## config.mk

```make
export PLATFORM = sky130hd
export DESIGN_NAME = fetch_buffered
export DESIGN_NICKNAME = d
export VERILOG_FILES = /design/src/rtl/fetch_buffered.sv
export SDC_FILE = /design/constraint.sdc
export NUM_CORES = 1
export LEC_CHECK = 0
export ABC_AREA = 1
export CORE_AREA = 5 5 224 226
export DETAILED_ROUTE_END_ITERATION = 8
export DIE_AREA = 0 0 229 231
export DONT_BUFFER_PORTS = 1
export GPL_TIMING_DRIVEN = 0
export HOLD_SLACK_MARGIN = 0.15
export PLACE_DENSITY = 0.73
export SYNTH_ARGS = -nofsm -noshare
export SYNTH_HDL_FRONTEND = slang
export SYNTH_SLANG_ARGS = --single-unit
```

## constraint.sdc

```tcl
create_clock -name clk -period 16.75 [get_ports clk]
set_clock_uncertainty 0.2 [all_clocks]
set_input_delay 1.675 -clock clk [delete_from_list [all_inputs] [get_ports clk]]
set_output_delay 1.675 -clock clk [all_outputs]
set_load 0.02 [all_outputs]
```

## src/rtl/fetch_buffered.sv

```systemverilog
// N-wide fetch front end: aligned block requests to imem, in-order bundle buffer toward decode.
// Define FETCH_BUFFERED_PERF_EN to add saturating performance counters.
module fetch_buffered #(
   parameter int unsigned     XLEN            = 32,
   parameter int unsigned     FETCH_WIDTH     = 2,
   parameter int unsigned     FBUF_DEPTH      = 4,
   parameter int unsigned     MAX_OUTSTANDING = 4,
   parameter logic [XLEN-1:0] RESET_PC        = '0
) (
   input  logic                        clk,
   input  logic                        reset,
   input  logic                        fetch_en,
   input  logic                        redirect_en,
   input  logic [XLEN-1:0]             redirect_pc,
   output logic                        imem_req_valid,
   input  logic                        imem_req_ready,
   output logic [XLEN-1:0]             imem_req_addr,
   input  logic                        imem_resp_valid,
   input  logic [FETCH_WIDTH*XLEN-1:0] imem_resp_data,
   output logic                        fb_valid,
   input  logic                        fb_ready,
   output logic [FETCH_WIDTH-1:0]      fb_mask,
   output logic [FETCH_WIDTH*XLEN-1:0] fb_pc,
   output logic [FETCH_WIDTH*XLEN-1:0] fb_instr
`ifdef FETCH_BUFFERED_PERF_EN
   ,
   output logic [31:0]                 perf_fbuf_full_cycles,
   output logic [31:0]                 perf_dropped_resp,
   output logic [31:0]                 perf_bundles_out
`endif
);

   localparam int unsigned BW    = FETCH_WIDTH * XLEN;
   localparam int unsigned BLOCK = FETCH_WIDTH * 4;
   localparam int unsigned OCW   = $clog2(FBUF_DEPTH + 1);
   localparam int unsigned OUW   = $clog2(MAX_OUTSTANDING + 1);
   localparam int unsigned FPW   = (FBUF_DEPTH > 1) ? $clog2(FBUF_DEPTH) : 1;
   localparam int unsigned PPW   = (MAX_OUTSTANDING > 1) ? $clog2(MAX_OUTSTANDING) : 1;
   localparam int unsigned SW    = ((OCW > OUW) ? OCW : OUW) + 1;

   logic [XLEN-1:0]        pc_q, pc_d;
   logic [OCW-1:0]         occ_q, occ_d;
   logic [OUW-1:0]         out_q, out_d;
   logic [OUW-1:0]         drop_q, drop_d;
   logic [PPW-1:0]         pq_rd_q, pq_rd_d, pq_wr_q, pq_wr_d;
   logic [FPW-1:0]         buf_rd_q, buf_rd_d, buf_wr_q, buf_wr_d;
   logic [XLEN-1:0]        pq_addr_q [MAX_OUTSTANDING];
   logic [XLEN-1:0]        pq_addr_d [MAX_OUTSTANDING];
   logic [FETCH_WIDTH-1:0] pq_mask_q [MAX_OUTSTANDING];
   logic [FETCH_WIDTH-1:0] pq_mask_d [MAX_OUTSTANDING];
   logic [XLEN-1:0]        buf_addr_q [FBUF_DEPTH];
   logic [XLEN-1:0]        buf_addr_d [FBUF_DEPTH];
   logic [FETCH_WIDTH-1:0] buf_mask_q [FBUF_DEPTH];
   logic [FETCH_WIDTH-1:0] buf_mask_d [FBUF_DEPTH];
   logic [BW-1:0]          buf_data_q [FBUF_DEPTH];
   logic [BW-1:0]          buf_data_d [FBUF_DEPTH];

   logic [XLEN-1:0]        aligned_pc, start_slot;
   logic [FETCH_WIDTH-1:0] req_mask;
   logic                   credit_ok, room_ok, req_fire, resp_ok, resp_drop, buf_push, buf_pop;

   function automatic logic [PPW-1:0] pq_inc(input logic [PPW-1:0] p);
      return (p == PPW'(MAX_OUTSTANDING - 1)) ? '0 : p + 1'b1;
   endfunction

   function automatic logic [FPW-1:0] buf_inc(input logic [FPW-1:0] p);
      return (p == FPW'(FBUF_DEPTH - 1)) ? '0 : p + 1'b1;
   endfunction

   assign fb_valid = (occ_q != '0);

   always_comb begin
      aligned_pc = pc_q & ~XLEN'(BLOCK - 1);
      start_slot = (pc_q >> 2) & XLEN'(FETCH_WIDTH - 1);
      for (int i = 0; i < FETCH_WIDTH; i++) begin
         req_mask[i] = (XLEN'(i) >= start_slot);
      end
      // Counting outstanding requests against buffer space means every response has a slot.
      credit_ok      = (SW'(occ_q) + SW'(out_q)) < SW'(FBUF_DEPTH);
      room_ok        = out_q < OUW'(MAX_OUTSTANDING);
      imem_req_valid = ~reset & fetch_en & ~redirect_en & credit_ok & room_ok;
      imem_req_addr  = aligned_pc;
      req_fire       = imem_req_valid & imem_req_ready;
      resp_ok        = imem_resp_valid & (out_q != '0);
      resp_drop      = resp_ok & (redirect_en | (drop_q != '0));
      buf_push       = resp_ok & ~resp_drop;
      buf_pop        = fb_valid & fb_ready & ~redirect_en;
   end

   always_comb begin
      pc_d       = pc_q;
      occ_d      = occ_q;
      drop_d     = drop_q;
      pq_rd_d    = pq_rd_q;
      pq_wr_d    = pq_wr_q;
      buf_rd_d   = buf_rd_q;
      buf_wr_d   = buf_wr_q;
      pq_addr_d  = pq_addr_q;
      pq_mask_d  = pq_mask_q;
      buf_addr_d = buf_addr_q;
      buf_mask_d = buf_mask_q;
      buf_data_d = buf_data_q;
      out_d      = out_q + OUW'(req_fire) - OUW'(resp_ok);

      if (req_fire) begin
         pq_addr_d[pq_wr_q] = aligned_pc;
         pq_mask_d[pq_wr_q] = req_mask;
         pq_wr_d            = pq_inc(pq_wr_q);
         pc_d               = aligned_pc + XLEN'(BLOCK);
      end
      if (resp_ok) begin
         pq_rd_d = pq_inc(pq_rd_q);
      end

      if (redirect_en) begin
         // Everything still in flight after this cycle belongs to the old path.
         pc_d     = redirect_pc;
         occ_d    = '0;
         buf_rd_d = '0;
         buf_wr_d = '0;
         drop_d   = out_q - OUW'(resp_ok);
      end else begin
         if (resp_drop) begin
            drop_d = drop_q - 1'b1;
         end
         if (buf_push) begin
            buf_addr_d[buf_wr_q] = pq_addr_q[pq_rd_q];
            buf_mask_d[buf_wr_q] = pq_mask_q[pq_rd_q];
            buf_data_d[buf_wr_q] = imem_resp_data;
            buf_wr_d             = buf_inc(buf_wr_q);
         end
         if (buf_pop) begin
            buf_rd_d = buf_inc(buf_rd_q);
         end
         occ_d = occ_q + OCW'(buf_push) - OCW'(buf_pop);
      end
   end

   always_comb begin
      fb_mask  = '0;
      fb_pc    = '0;
      fb_instr = '0;
      if (fb_valid) begin
         fb_mask  = buf_mask_q[buf_rd_q];
         fb_instr = buf_data_q[buf_rd_q];
         for (int i = 0; i < FETCH_WIDTH; i++) begin
            fb_pc[i*XLEN +: XLEN] = buf_addr_q[buf_rd_q] + XLEN'(4 * i);
         end
      end
   end

   always_ff @(posedge clk or posedge reset) begin
      if (reset) begin
         pc_q     <= RESET_PC;
         occ_q    <= '0;
         out_q    <= '0;
         drop_q   <= '0;
         pq_rd_q  <= '0;
         pq_wr_q  <= '0;
         buf_rd_q <= '0;
         buf_wr_q <= '0;
         for (int i = 0; i < MAX_OUTSTANDING; i++) begin
            pq_addr_q[i] <= '0;
            pq_mask_q[i] <= '0;
         end
         for (int i = 0; i < FBUF_DEPTH; i++) begin
            buf_addr_q[i] <= '0;
            buf_mask_q[i] <= '0;
            buf_data_q[i] <= '0;
         end
      end else begin
         pc_q       <= pc_d;
         occ_q      <= occ_d;
         out_q      <= out_d;
         drop_q     <= drop_d;
         pq_rd_q    <= pq_rd_d;
         pq_wr_q    <= pq_wr_d;
         buf_rd_q   <= buf_rd_d;
         buf_wr_q   <= buf_wr_d;
         pq_addr_q  <= pq_addr_d;
         pq_mask_q  <= pq_mask_d;
         buf_addr_q <= buf_addr_d;
         buf_mask_q <= buf_mask_d;
         buf_data_q <= buf_data_d;
      end
   end

`ifdef FETCH_BUFFERED_PERF_EN
   logic [31:0] perf_full_q, perf_full_d, perf_drop_q, perf_drop_d, perf_out_q, perf_out_d;
   logic        full_block;

   always_comb begin
      full_block  = fetch_en & ~redirect_en & room_ok & ~credit_ok;
      perf_full_d = perf_full_q + 32'((full_block && perf_full_q != '1) ? 1 : 0);
      perf_drop_d = perf_drop_q + 32'((resp_drop && perf_drop_q != '1) ? 1 : 0);
      perf_out_d  = perf_out_q + 32'((buf_pop && perf_out_q != '1) ? 1 : 0);
   end

   always_ff @(posedge clk or posedge reset) begin
      if (reset) begin
         perf_full_q <= '0;
         perf_drop_q <= '0;
         perf_out_q  <= '0;
      end else begin
         perf_full_q <= perf_full_d;
         perf_drop_q <= perf_drop_d;
         perf_out_q  <= perf_out_d;
      end
   end

   assign perf_fbuf_full_cycles = perf_full_q;
   assign perf_dropped_resp     = perf_drop_q;
   assign perf_bundles_out      = perf_out_q;
`endif

`ifndef SYNTHESIS
   resp_without_request: assert property (@(posedge clk) disable iff (reset)
      !(imem_resp_valid && out_q == '0))
      else $error("imem response with no request outstanding");
`endif

endmodule

```

==> results of run 1 <==
worst max-delay path by stage:
stage,start,endpoint,slack (ns),depth (start not counted)
global placement,reset,out_q[2],1.61,11
CTS,buf_rd_q[0],fb_pc[52],11.24,7
global route,buf_rd_q[0],fb_pc[52],11.12,7
detailed placement,reset,imem_req_valid,11.54,4
finish,buf_rd_q[0],fb_pc[53],11.22,7
floorplan,reset,imem_req_valid,4.62,3
cell families (layout without fill, tap and decap cells):
logic type | Yosys count | after routing | share of synthesized area (%)
AO/OA/AOI/OAI | 869 | 869 | 17.06
XOR/XNOR | 11 | 11 | 0.3693
adder cells (fa/ha/maj) | 23 | 23 | 1.161
buffers and inverters | 490 | 610 | 8.490
flip-flops | 551 | 551 | 52.86
other | 1 | 8 | 0.01438
AND/OR/NAND/NOR | 1353 | 1353 | 20.04
state kept, by name (all words and copies together) (netlist names), 3 cells and up:
| signal | flops |
|---|---|
| buf_data_q | 256 |
| buf_addr_q | 116 |
| pq_addr_q | 116 |
| pc_q | 30 |
| buf_mask_q | 8 |
| pq_mask_q | 8 |
| drop_q | 3 |
| occ_q | 3 |
| out_q | 3 |
cell usage in the layout, fill, tap and decap left out, types with 6 or more instances in the layout:
cell type,count
sky130_fd_sc_hd__o21ai_0,582
sky130_fd_sc_hd__inv_1,200
sky130_fd_sc_hd__buf_12,13
sky130_fd_sc_hd__inv_2,6
sky130_fd_sc_hd__clkbuf_16,57
sky130_fd_sc_hd__clkinv_2,11
sky130_fd_sc_hd__ha_1,21
sky130_fd_sc_hd__buf_4,69
sky130_fd_sc_hd__xnor2_1,6
sky130_fd_sc_hd__o22ai_1,28
sky130_fd_sc_hd__o21ai_2,15
sky130_fd_sc_hd__or2_2,6
sky130_fd_sc_hd__clkbuf_8,14
sky130_fd_sc_hd__o21ai_1,80
sky130_fd_sc_hd__a21oi_1,160
sky130_fd_sc_hd__nand2_1,906
sky130_fd_sc_hd__clkbuf_1,127
sky130_fd_sc_hd__buf_2,71
sky130_fd_sc_hd__dfrtp_1,551
sky130_fd_sc_hd__bufinv_16,7
sky130_fd_sc_hd__nand3_1,54
sky130_fd_sc_hd__nor2_1,372
sky130_fd_sc_hd__buf_1,19
sky130_fd_sc_hd__conb_1,8
routing by layer:
layer  share of wire [%]  wire, um  global-route usage, %  vias to the layer above
li1                    -         -                      -                    10680
met1                  40     31400                  39.31                    11250
met2                  48     37630                  48.01                     1027
met3                 8.0      6253                  4.157                      154
met4                 3.6      2786                  10.58                        0
met5                   0         0                      0                        -
report_power, final:
part	internal, W	switching [W]
registers	0.00166	0.000178
logic	0.000476	0.00123
clock network	0.000798	0.000547
total	0.00293	0.00196
cell type report:
| class | instances | area (sq um) |
|---|---|---|
| Fill cell | 4163 | 18960 |
| Sequential cell | 551 | 13790 |
| Multi-Input combinational cell | 2264 | 10110 |
| Clock buffer | 81 | 1657 |
| Buffer | 279 | 1418 |
| Inverter | 211 | 800.8 |
| Tap cell | 622 | 778.2 |
| Clock inverter | 25 | 340.3 |
| Timing Repair Buffer | 14 | 287.8 |
worst max-delay path, stage by stage, from the launching register on:
cell,delay (ns)
sky130_fd_sc_hd__dfrtp_1,0.46
sky130_fd_sc_hd__inv_2,0.31
sky130_fd_sc_hd__buf_2,0.46
sky130_fd_sc_hd__buf_2,0.33
sky130_fd_sc_hd__clkbuf_1,0.49
sky130_fd_sc_hd__o21ai_0,0.17
sky130_fd_sc_hd__a21oi_1,0.54
sky130_fd_sc_hd__buf_4,0.26
per-stage QoR:
step           worst slack, ns  cells
2_1_floorplan            4.619   3305
3_3_place_gp             1.609   3927
3_5_place_dp             11.54   3941
4_1_cts                  11.24   4047
5_1_grt                  11.12   4047
6_report                 11.22   4047
==> metrics.md, run 1 <==
| Metric | Value |
|---|---|
| Outcome | complete, no violations |
| Number of buffers inserted to repair setup after CTS | 0 |
| Worst-path fanout max | 10 |
| CTS hold repair buffers | 0 |
| Reg-to-reg startpoint | occ_q[1] |
| Area share of the largest cell type after synthesis | 52.86% |
| Power, Total | 0.004890 W |
| Launch point of the worst hold path | pq_mask_q[3] |
| Worst vdd rail ir drop | 87.93 uV |
| Largest net degree at the start of global routing | 45 |
| Placed wire-length estimate | 56.33 mm |
| Leakage power summed over all cells | 14.11 nW |
| Worst slew slack as a fraction of its limit | 40.44% |
| DRC violation total after the first TritonRoute iteration | 2519 |
| Crit Path Class | reg2out |
| Die Height | 231 um |
| Data required, critical path | 14.87 ns |
| Clock period minus worst slack | 5.531 ns |
| Critical path startpoint category | flop |
| Summed negative setup slack over all endpoints | 0 ns |
| CTS tree | built |
| Mean Syn Cell Area | 7.909 sq um |
| Die Footprint | 52900 sq um |
| First-pass GRT wire length | 124.4 mm |
| Placed inst area | 27180 sq um |
| Reg2Reg Capture Point | occ_q[2] |
| Number of library cell types mapped by synthesis | 36 |
| Final clock period utilization by the worst path | 33.02% |
| Count of flip-flops with a built-in enable after synthesis | 0 |
| Initial antenna violation count | 0 |
| Horizontal extent of the die | 229 um |
| Post-synthesis async set-or-reset flop share | 100.0% |
| Top area cells in the synthesized netlist | sky130_fd_sc_hd__dfrtp_1 53%, sky130_fd_sc_hd__nand2_1 13%, sky130_fd_sc_hd__o21ai_0 11% |
| Routed Antenna Nets | 0 |
| Setup slack of the worst register-to-register path | 13.24 ns |
| Final weighted congestion in routability-driven placement | 0.9335 |
| Total routed wirelength | 78.07 mm |
| Classification of the worst-slack hold path | reg2reg |
| Hold WS | 0.2637 ns |
| Max Cap Viol | 0 |
| Quantity of I/O buffers inserted on ports | 0 |
| Hold path depth | 1 |
| Flip-flop and latch count after synthesis | 551 |
| Vias/cell | 5.709 |
| Core box area | 48140 sq um |
| Total DRC errors in the routed layout | 0 |
| Total overflow reported by the global router | 0 |
| Overall fraction of global-route tracks in use | 28.96% |
| Clock network latency to the later pin of the worst-skew pair | 0.62 ns |
| Library cell with the highest instance count after synthesis | sky130_fd_sc_hd__nand2_1 |
| Avg WL per Cell | 19.29 um |
| Share of layout cells above drive strength 1 | 8.526% |
| Mapped Area | 26080 sq um |
| Core utilization of the finished layout | 60.61% |
| Prevailing post-synth register cell | sky130_fd_sc_hd__dfrtp_1 |
| Power per unit of standard cell area | 167.6 nW/um^2 |
| Number of optimization iterations in the first detailed-route pass | 7 |
| Count of cells resized by post-cts repair | 0 |
| CP arrival | 3.66 ns |
| Vias in the first global route | 22760 |
| Worst r2r path cells | 12 |
| Largest area contributor in the synthesized netlist | sky130_fd_sc_hd__dfrtp_1 |
| Overall via count from detail_route | 23100 |
| Share of synthesized area occupied by flip-flops and latches | 52.86% |
| Layout overhead on the synthesized area | 11.86% |
| CTS Buf Count | 57 |
| Initial cell density of the core | 54.18% |
| Nets@finish | 3504 |
| Hold Violations, Final | 0 |
| Count of clock tree sinks | 551 |
| Min-Delay Endpoint | pq_mask_q[3] |
| Setup-failing EPs final | 0 |
| Worst slew pin tran | 0.8852 ns |
| Synthesis warning total | 0 |
| Post-synthesis cell count | 3298 |
| Final standard cell area without fillers | 29180 sq um |
| Number of pins with negative max-slew slack in the final report | 0 |
| Timing-limited maximum frequency | 0.1808 GHz |
| Clock Tree Root | sky130_fd_sc_hd__clkbuf_16 |
| Ports | 267 |
| Std-Cell Rows | 81 |
| Setup repair after global routing missed its margin | no |
| Ranking of synthesized cells by instance count | 906 x sky130_fd_sc_hd__nand2_1, 582 x sky130_fd_sc_hd__o21ai_0, 551 x sky130_fd_sc_hd__dfrtp_1, 372 x sky130_fd_sc_hd__nor2_1, 201 x sky130_fd_sc_hd__inv_1 |
| CTS clock-pin slew for the worst setup and hold paths | 0.06 ns |
| Count of inserted antenna diode cells | 0 |
| Max Buffers Root-to-Sink | 3 |
| CTS H-Tree Depth | 2 |
| Type of element capturing the critical path | output pin |
Power figures use the tool's default switching activity.
==> inputs of run 2 (changes only) <==
- PLACE_DENSITY: 0.73 -> 0.7
- clock period: 16.75 -> 5.3 ns (I/O delays scaled with it)
==> run 2 against run 1 <==
Effect of this change: via count rose by 2.0%; register-to-register slack got worse by 11 ns; worst hold slack got worse by 0.067 ns; first-iteration DRC count fell by 2.0%; final cell count rose by 2.4%; clock power rose to 3.1 times the previous value; wire length rose by 2.6%; global-route usage rose by 0.68 points.
==> metrics.md, run 2 (same netlist as run 1, synthesis figures left out) <==
| Metric | Value |
|---|---|
| Outcome | complete, no violations |
| Max Buffers Root-to-Sink | 3 (unchanged) |
| Vias in the first global route | 22830 (+0.30%) |
| Placement-stage worst setup slack | 1.679 ns (-9.859 ns) |
| Timing-limited maximum frequency | 0.2326 GHz |
| Count of clock tree sinks | 551 (unchanged) |
| First-pass GRT wire length | 126.6 mm (+1.8%) |
| Setup-failing EPs final | 0 (unchanged) |
| Critical path startpoint category | flop |
| Slowest library cell on the worst path | sky130_fd_sc_hd__a21oi_1 |
| Overall fraction of global-route tracks in use | 29.65% (+0.68 points) |
| Summed negative setup slack over all endpoints | 0 ns (unchanged) |
| Die Footprint | 52900 sq um (unchanged) |
| Critical Path Most Common Cell | sky130_fd_sc_hd__buf_2 |
| CTS hold repair buffers | 100 (+100) |
| Initial cell density of the core | 54.18% (unchanged) |
| Flip-flop count of the largest register after layout | 256 (unchanged) |
| Total routed wirelength | 80.10 mm (+2.6%) |
| Worst vdd rail ir drop | 298.1 uV (+240%) |
| Die Height | 231 um (unchanged) |
| CTS tree | built |
| Placed wire-length estimate | 56.17 mm (-0.28%) |
| Ports | 267 (unchanged) |
| Data required, critical path | 4.57 ns (-10.30 ns) |
| Clock period minus worst slack | 4.300 ns |
| Avg WL per Cell | 19.32 um (+0.16%) |
| Type of element capturing the critical path | output pin |
| Most common library cell in the layout ignoring fill and taps | sky130_fd_sc_hd__nand2_1 |
| Largest net degree at the start of global routing | 45 (unchanged) |
| Quantity of I/O buffers inserted on ports | 0 (unchanged) |
| Share of layout cells above drive strength 1 | 8.203% (-0.32 points) |
| Horizontal extent of the die | 229 um (unchanged) |
| Final weighted congestion in routability-driven placement | 0.8963 (-4.0%) |
| Classification of the worst-slack hold path | in2reg |
| Total overflow reported by the global router | 0 (unchanged) |
| Max Cap Viol | 0 (unchanged) |
| Core box area | 48140 sq um (unchanged) |
| Nets@finish | 3606 (+2.9%) |
| Worst-path fanout max | 10 (unchanged) |
| Bufs and invs on worst path | 5 (unchanged) |
| Most flop-heavy register | buf_data_q |
| Total met3 wirelength after detailed routing | 5.861 mm (-6.3%) |
| Worst-path cell chain | inv_2, buf_2, buf_2, clkbuf_1, o21ai_0, a21oi_1, buf_4 |
| Setup repair after global routing missed its margin | no |
| Number of pins with negative max-slew slack in the final report | 0 (unchanged) |
| Most frequent cells in the layout | 906 x sky130_fd_sc_hd__nand2_1, 582 x sky130_fd_sc_hd__o21ai_0, 551 x sky130_fd_sc_hd__dfrtp_1 |
| Crit Path Class | reg2out |
| Highest cell delay on the worst timing path | 0.59 ns (+0.05 ns) |
| Total DRC errors in the routed layout | 0 (unchanged) |
| Overall via count from detail_route | 23570 (+2.0%) |
| Clock Tree Root | sky130_fd_sc_hd__clkbuf_16 |
| Worst slew pin tran | 0.9174 ns (+0.03219 ns) |
| Number of buffers inserted to repair setup after CTS | 0 (unchanged) |
| Layout overhead on the synthesized area | 15.52% |
| Std-Cell Rows | 81 (unchanged) |
| Clock network latency to the later pin of the worst-skew pair | 0.62 ns (about the same) |
| CP arrival | 3.57 ns (-0.09 ns) |
| Top Registers | buf_data_q (256), buf_addr_q (116), pq_addr_q (116) |
| Fillers | 4189 (+0.62%) |
| Routed Antenna Nets | 0 (unchanged) |
| Initial antenna violation count | 0 (unchanged) |
| Number of optimization iterations in the first detailed-route pass | 7 (unchanged) |
| Final clock period utilization by the worst path | 81.13% |
| Power, Total | 0.01548 W (+220%) |
| Vias/cell | 5.685 (-0.41%) |
| CTS clock-pin slew for the worst setup and hold paths | 0.06 ns (about the same) |
| Total length of routed met2 wires | 38.17 mm (+1.4%) |
| Hold Violations, Final | 0 (unchanged) |
| Routed length on met1 | 32.76 mm (+4.3%) |
| Highest routed layer | met4 |
| CTS H-Tree Depth | 2 (unchanged) |
| Crit path setup slack, layout | 1.000 ns (-10.22 ns) |
| DRC violation total after the first TritonRoute iteration | 2468 (-2.0%) |
| Worst slew slack as a fraction of its limit | 38.19% (-2.2 points) |
| Worst path top cell family by delay | buffers and inverters |
| CTS Buf Count | 59 (+3.5%) |
| Power per unit of standard cell area | 513.8 nW/um^2 (+210%) |
| Leakage power summed over all cells | 14.50 nW (+2.8%) |
| Count of cells resized by post-cts repair | 0 (unchanged) |
[run 2: per-layer routing]
| metal | GRT usage [%] | vias up |
|---|---|---|
| met5 | 0 | - |
| met4 | 11.54 | 0 |
| met3 | 4.858 | 197 |
| met2 | 48.80 | 1041 |
| met1 | 39.83 | 11460 |
| li1 | - | 10870 |
[run 2: power breakdown]
part / leakage [nW] / switching, W / internal, W / total, W
clock: 0.974 / 0.00170 / 0.00250 / 0.00420
sequential: 7.15 / 0.000562 / 0.00525 / 0.00581
combinational: 6.38 / 0.00392 / 0.00155 / 0.00547
[run 2: cell type report]
class	instances	area, sq um	share of cell area, %
Clock inverter	17	214.0	0.7100
Tap cell	622	778.2	2.583
Multi-Input combinational cell	2264	10110	33.54
Inverter	211	800.8	2.657
Clock buffer	87	1742	5.780
Timing Repair Buffer	114	1281	4.252
Buffer	279	1419	4.709
Antenna cell	1	2.502	0.008305
Sequential cell	551	13790	45.76
[run 2: final timing paths]
check                          startpoint              to  slack, ns  depth (start not counted)
min in group asynchronous           reset        occ_q[1]       0.31                          2
min                        imem_req_ready        pc_q[27]       0.20                          5
max in group asynchronous           reset  buf_data_q[66]       3.08                          6
max                           buf_rd_q[0]       fb_pc[52]       1.00                          7
max reg2reg                      occ_q[1]        occ_q[2]       1.82                         12
min reg2reg                 pq_addr_q[41]   pq_addr_q[41]       0.27                          2
[run 2: per-stage QoR]
step           area, sq um  cells  hold slack (ns)  util (%)
2_1_floorplan        26120   3305           0.2337         -
3_3_place_gp         26890   3927           0.2482     55.86
5_1_grt              30130   4145           0.2074     62.59
3_5_place_dp         27170   3941           0.2536     56.45
4_1_cts              30130   4145           0.1604     62.59
6_report             30130   4146           0.1971     62.59
[run 2: worst register-to-register path, stage by stage, from the launching register on]
cell	delay, ns
sky130_fd_sc_hd__dfrtp_1	0.43
sky130_fd_sc_hd__or2_2	0.33
sky130_fd_sc_hd__nor2_1	0.62
sky130_fd_sc_hd__inv_1	0.35
sky130_fd_sc_hd__nand3_1	0.15
sky130_fd_sc_hd__inv_1	0.13
sky130_fd_sc_hd__ha_1	0.30
sky130_fd_sc_hd__inv_1	0.06
sky130_fd_sc_hd__ha_1	0.12
sky130_fd_sc_hd__inv_1	0.04
sky130_fd_sc_hd__fa_1	0.37
sky130_fd_sc_hd__and3_1	0.18
sky130_fd_sc_hd__nor3_1	0.11
